$ cat config.mk
export PLATFORM = sky130hd
export DESIGN_NAME = sobel_frame_controller
export DESIGN_NICKNAME = d
export VERILOG_FILES = /design/src/rtl/sobel_frame_controller.sv
export SDC_FILE = /design/constraint.sdc
export NUM_CORES = 1
export LEC_CHECK = 0
export ABC_AREA = 1
export BUFFER_PORTS_ARGS = -buffer_cell sky130_fd_sc_hd__buf_2
export CAP_MARGIN = 5
export CORE_MARGIN = 4
export CORE_UTILIZATION = 59
export DETAILED_ROUTE_END_ITERATION = 8
export PLACE_DENSITY = 0.86
export SLEW_MARGIN = 20
export SYNTH_ARGS = -nofsm -noshare
export SYNTH_HDL_FRONTEND = slang
export SYNTH_SLANG_ARGS = --single-unit
$ cat constraint.sdc
create_clock -name clk -period 6 [get_ports clk]
set_clock_uncertainty 0.15 [all_clocks]
set_input_delay 0.6 -clock clk [delete_from_list [all_inputs] [get_ports clk]]
set_output_delay 0.6 -clock clk [all_outputs]
set_load 0.02 [all_outputs]
$ cat src/rtl/sobel_frame_controller.sv
// Frame sequencer between UART RX and the Sobel line-buffer datapath: validates and
// replays the image header, forwards pixels, flushes the last row and tracks completion.
module sobel_frame_controller #(
    parameter int MAX_WIDTH      = 1024,
    parameter int MAX_HEIGHT     = 4096,
    parameter int BYTE_GAP       = 16,
    parameter int TIMEOUT_CYCLES = 2_000_000
) (
    input  logic        clk,
    input  logic        rst_n,
    input  logic [7:0]  rx_data,
    input  logic        rx_valid,
    output logic [7:0]  dp_data,
    output logic        dp_valid,
    output logic        dp_rst,
    input  logic        dp_out_valid,
    input  logic        clear_err,
    output logic        busy,
    output logic        frame_done,
    output logic [1:0]  err_code,
    output logic [31:0] out_count
);

    localparam int GAP_W   = $clog2(BYTE_GAP);
    localparam int STALL_W = $clog2(TIMEOUT_CYCLES);
    localparam logic [GAP_W-1:0]   GAP_RELOAD  = GAP_W'(BYTE_GAP - 1);
    localparam logic [STALL_W-1:0] STALL_LIMIT = STALL_W'(TIMEOUT_CYCLES - 1);
    localparam logic [31:0] MAX_W32 = 32'(MAX_WIDTH);
    localparam logic [31:0] MAX_H32 = 32'(MAX_HEIGHT);

    localparam logic [1:0] ERR_NONE    = 2'd0;
    localparam logic [1:0] ERR_DIM     = 2'd1;
    localparam logic [1:0] ERR_TIMEOUT = 2'd2;
    localparam logic [1:0] ERR_OVERRUN = 2'd3;

    typedef enum logic [2:0] {
        S_IDLE,
        S_HDR,
        S_CHECK,
        S_HDR_TX,
        S_PIXELS,
        S_FLUSH,
        S_DRAIN,
        S_ERROR
    } state_t;

    state_t              state_reg;
    logic [1:0]          byte_idx_reg;
    logic [31:0]         pix_total_reg;
    logic [31:0]         pix_left_reg;
    logic [16:0]         flush_left_reg;
    logic [GAP_W-1:0]    gap_reg;
    logic [STALL_W-1:0]  stall_reg;
    logic [7:0]          hdr_byte [4];

    logic [15:0] width;
    logic [15:0] height;
    logic [31:0] width32;
    logic [31:0] height32;
    logic [31:0] frame_pixels;
    logic        dims_bad;
    logic        counting_out;
    logic [31:0] out_count_next;
    logic        stall_state;
    logic        stall_hit;
    logic        overrun;
    logic        gap_due;
    logic [1:0]  fault_code;

    // Header bytes land in separate registers so the replay can index them directly.
    generate
        for (genvar gi = 0; gi < 4; gi++) begin : g_hdr
            logic [7:0] byte_reg;
            always_ff @(posedge clk or negedge rst_n) begin
                if (!rst_n) begin
                    byte_reg <= 8'h00;
                end else if (rx_valid &&
                             ((state_reg == S_IDLE && gi == 0) ||
                              (state_reg == S_HDR && byte_idx_reg == 2'(gi)))) begin
                    byte_reg <= rx_data;
                end
            end
            assign hdr_byte[gi] = byte_reg;
        end
    endgenerate

    assign width        = {hdr_byte[1], hdr_byte[0]};
    assign height       = {hdr_byte[3], hdr_byte[2]};
    assign width32      = {16'd0, width};
    assign height32     = {16'd0, height};
    assign frame_pixels = width32 * height32;
    assign dims_bad     = (width == 16'd0) || (height == 16'd0) ||
                          (width32 > MAX_W32) || (height32 > MAX_H32);

    assign counting_out = dp_out_valid &&
                          (state_reg == S_HDR_TX || state_reg == S_PIXELS ||
                           state_reg == S_FLUSH  || state_reg == S_DRAIN);
    assign out_count_next = (counting_out && out_count != 32'hFFFF_FFFF) ?
                            out_count + 32'd1 : out_count;

    assign stall_state = (state_reg == S_HDR || state_reg == S_PIXELS || state_reg == S_DRAIN);
    assign stall_hit   = stall_state && !rx_valid && !dp_out_valid && (stall_reg == STALL_LIMIT);
    assign overrun     = rx_valid &&
                         (state_reg == S_HDR_TX || state_reg == S_FLUSH || state_reg == S_DRAIN);
    assign gap_due     = (gap_reg == '0);

    // Fault priority: overrun beats timeout beats the dimension check.
    always_comb begin
        fault_code = ERR_NONE;
        if (overrun) begin
            fault_code = ERR_OVERRUN;
        end else if (stall_hit) begin
            fault_code = ERR_TIMEOUT;
        end else if (state_reg == S_CHECK && dims_bad) begin
            fault_code = ERR_DIM;
        end
    end

    always_ff @(posedge clk or negedge rst_n) begin
        if (!rst_n) begin
            state_reg      <= S_IDLE;
            dp_data        <= 8'h00;
            dp_valid       <= 1'b0;
            dp_rst         <= 1'b1;
            busy           <= 1'b0;
            frame_done     <= 1'b0;
            err_code       <= ERR_NONE;
            out_count      <= 32'd0;
            byte_idx_reg   <= 2'd0;
            pix_total_reg  <= 32'd0;
            pix_left_reg   <= 32'd0;
            flush_left_reg <= 17'd0;
            gap_reg        <= '0;
            stall_reg      <= '0;
        end else begin
            dp_valid   <= 1'b0;
            frame_done <= 1'b0;
            out_count  <= out_count_next;
            // Non-stall states park the counter at zero, so every state change restarts it.
            stall_reg  <= (stall_state && !rx_valid && !dp_out_valid) ? stall_reg + 1'b1 : '0;
            if (!gap_due) begin
                gap_reg <= gap_reg - 1'b1;
            end

            if (fault_code != ERR_NONE) begin
                state_reg <= S_ERROR;
                err_code  <= fault_code;
                dp_rst    <= 1'b1;
                busy      <= 1'b0;
            end else begin
                case (state_reg)
                    S_IDLE: begin
                        dp_rst <= 1'b0;
                        if (rx_valid) begin
                            state_reg    <= S_HDR;
                            busy         <= 1'b1;
                            byte_idx_reg <= 2'd1;
                            out_count    <= 32'd0;
                        end
                    end
                    S_HDR: begin
                        if (rx_valid) begin
                            byte_idx_reg <= byte_idx_reg + 2'd1;
                            if (byte_idx_reg == 2'd3) begin
                                state_reg <= S_CHECK;
                            end
                        end
                    end
                    S_CHECK: begin
                        pix_total_reg <= frame_pixels;
                        pix_left_reg  <= frame_pixels;
                        dp_valid      <= 1'b1;
                        dp_data       <= hdr_byte[0];
                        byte_idx_reg  <= 2'd1;
                        gap_reg       <= GAP_RELOAD;
                        state_reg     <= S_HDR_TX;
                    end
                    S_HDR_TX: begin
                        if (gap_due) begin
                            dp_valid     <= 1'b1;
                            dp_data      <= hdr_byte[byte_idx_reg];
                            byte_idx_reg <= byte_idx_reg + 2'd1;
                            gap_reg      <= GAP_RELOAD;
                            if (byte_idx_reg == 2'd3) begin
                                state_reg <= S_PIXELS;
                            end
                        end
                    end
                    S_PIXELS: begin
                        if (rx_valid) begin
                            dp_valid     <= 1'b1;
                            dp_data      <= rx_data;
                            pix_left_reg <= pix_left_reg - 32'd1;
                            if (pix_left_reg == 32'd1) begin
                                state_reg      <= S_FLUSH;
                                gap_reg        <= GAP_RELOAD;
                                flush_left_reg <= {1'b0, width} + 17'd1;
                            end
                        end
                    end
                    S_FLUSH: begin
                        if (gap_due) begin
                            dp_valid       <= 1'b1;
                            dp_data        <= 8'h00;
                            flush_left_reg <= flush_left_reg - 17'd1;
                            gap_reg        <= GAP_RELOAD;
                            if (flush_left_reg == 17'd1) begin
                                state_reg <= S_DRAIN;
                            end
                        end
                    end
                    S_DRAIN: begin
                        // Look one count ahead so frame_done follows the final output byte directly.
                        if (out_count == pix_total_reg || out_count_next == pix_total_reg) begin
                            frame_done <= 1'b1;
                            busy       <= 1'b0;
                            state_reg  <= S_IDLE;
                        end
                    end
                    S_ERROR: begin
                        dp_rst <= 1'b1;
                        if (clear_err) begin
                            err_code  <= ERR_NONE;
                            dp_rst    <= 1'b0;
                            state_reg <= S_IDLE;
                        end
                    end
                    default: begin
                        state_reg <= S_IDLE;
                    end
                endcase
            end
        end
    end

endmodule

==> qor.txt <==
status - complete, no violations
hold path startpoint - clear_err
maximum clock rate - 0.171 GHz
FF/Latch Area - 4750 um2
# rows - 68
pre-CTS setup slack - -0.0345 ns
GR Util All Layers - 30.1%
grt ovf - 0
detailed-placement wirelength estimate - 45.5 mm
R2R depth - 22
mapped cell area - 20,700 um2
first-pass GRT wire length - 93.9 mm
EDFF count, synth - 0
Adder-Cell Fraction of Synth Area - 25.9%
Critical Path End Type - register
final core utilization - 65.7%
Multi-input gate area - 13,600 um2
Hold Crit Class - in2reg
die area - 38,100 um2
final setup violation count - 0
maxcap violations - 0
CP Launch Type - register
post-synthesis register bit count - 189
P&R area growth vs syn - 9.75%
worst r2r dst - pix_total_reg[22]
CTS Buffer Depth - 2
DR pass1 iterations - 6
Via density - 5.70
initial antenna violation count - 0
vias in the first global route - 18,860
most frequent cells in the layout - nand2_1 (739), inv_1 (518), nor2_1 (223)
RR Startpoint - g_hdr[0].byte_reg[3]
PnR worst setup slack - 0.147 ns
commonest non-fill, non-tap cell in the layout - nand2_1
hold path endpoint - dp_rst
clock slew at reported path FFs - 0.09 ns
largest net degree at the start of global routing - 67
# fillers - 2,879
Synth Area in Compound Gates - 8.72%
distinct cell type count after synthesis - 61
crit path kind - reg2reg
largest family of logic cells by synthesized area - adder cells
Worst-Skew Late Latency - 0.48 ns
min Tclk post-route - 5.85 ns
CTS sink cnt - 189
routed wire length - 57.7 mm
Async S/R FF share, synth - 100%
Post-Syn Nets - 3,130
CP required - 6.26 ns
Final Hold Viols - 0
DRT antenna net count - 0
Die Width - 195 um
NumNets Final - 3,195
sequential area share after synthesis - 22.9%
initial core utilization - 59.9%
CTS Buf Count - 17
CTS tree - done
hold-critical path depth - 4
crit path DAT - 6.11 ns
Crit Path Max Fanout - 11
Die H - 195 um
via count - 19,034
CTS root buf - clkbuf_16
GP Congestion - 1.00
mux cell area share after synthesis - 0.0484%
layout cells sized above 1 - 10.5%
slew at the pin with the worst max-slew slack - 0.875 ns
I/O Pins - 59
simple-gate area share of the yosys netlist - 24.9%
Buffers on Ports - 58
Relative slew margins - 41.6%
Synthesis Warnings - 0
core area - 34,500 um2
Post-Synth XOR/XNOR Area - 5.38%
R2R Setup Slk - 0.15 ns
cell count after synthesis - 2,805
Avg WL per Cell - 17.3 um
top_reg_cell synth - dfrtp_1
drt drc - 0
1st-iter DRT viols - 1,684
post-synthesis area per instance - 7.38 um2
htree depth - 4
Final Slew Violations - 0
Antenna Diode Count - 0
Tcrit/Tclk final - 97.5%
-- worst max-delay path by stage --
stage | startpoint | end | cells after the start
floorplan | g_hdr[1].byte_reg[0] | pix_left_reg[24] | 28
global placement | g_hdr[0].byte_reg[4] | pix_total_reg[24] | 23
detailed placement | g_hdr[1].byte_reg[0] | pix_left_reg[21] | 25
CTS | g_hdr[1].byte_reg[2] | pix_total_reg[24] | 24
global route | g_hdr[2].byte_reg[5] | pix_total_reg[27] | 25
finish | g_hdr[0].byte_reg[3] | pix_total_reg[22] | 22
-- final cells by class --
cell class / count / share of cell area (%)
Multi-Input combinational cell: 1969 / 60.1
Sequential cell: 189 / 20.9
Inverter: 533 / 8.82
Timing Repair Buffer: 160 / 4.82
Tap cell: 455 / 2.51
Clock buffer: 17 / 1.87
Clock inverter: 15 / 0.992
-- cell usage after synthesis (23+ instances only) --
cell,number,area (um2)
o211ai_1,23,173
o21ai_0,147,736
a21oi_1,69,345
nor2_1,227,852
nor3_1,40,200
xnor2_1,28,245
dfrtp_1,188,4700
buf_1,25,93.8
nand3_1,98,490
clkbuf_1,58,218
xor2_1,99,867
fa_1,194,3880
nand4_1,30,188
inv_1,518,1940
ha_1,118,1480
nand2_1,744,2790
-- repair_timing --
item | 4_1_cts | 5_1_grt
endpoints found under the hold margin | 64 | 0
gates resized for setup | 3 | 65
hold buffers | 1 | 0
setup endpoints to repair | 2 | 29
pin swaps | 2 | 9
setup buffers | 1 | 5
-- critical path: stages (launching register included) --
cell and delay [ns]:
dfrtp_1 0.63, buf_4 0.30, nand2_1 0.10, fa_1 0.48, fa_1 0.43, inv_1 0.07, ha_1 0.14, inv_1 0.05
fa_1 0.48, fa_1 0.55, inv_1 0.05, fa_1 0.46, ha_1 0.38, nand2_1 0.11, nor2_1 0.13, nand2_1 0.07
o211ai_1 0.15, nand2_1 0.11, nand2_2 0.13, a21oi_2 0.09, xnor2_1 0.42, nand2_1 0.22, nand2_1 0.11
-- metal layers --
metal / up-vias / GRT usage, % / share of wire [%]
met5: - / 0 / 0
met4: 0 / 12.1 / 4.5
met3: 178 / 4.95 / 8.4
met2: 959 / 51.3 / 49
met1: 9141 / 38.5 / 39
li1: 8756 / - / -
-- through the flow --
stage          setup TNS [ns]  hold slack, ns  cells  instance area (um2)
2_1_floorplan               0           0.154   2805                20700
3_3_place_gp                0           0.295   3299                21800
3_5_place_dp          -0.0345           0.304   3299                21800
4_1_cts                     0           0.270   3333                22500
5_1_grt                -0.196           0.308   3338                22700
6_report                    0           0.279   3338                22700
-- cell families after synthesis --
family | Yosys count
simple gates | 1217
buf+inv | 647
mux | 1
flops | 189
xor+xnor | 127
fa+ha+maj | 312
compound gates | 312
Power is left out: the tool's default activity adds up to more than one toggle a clock period on the data nets, which glitch-free logic cannot reach.
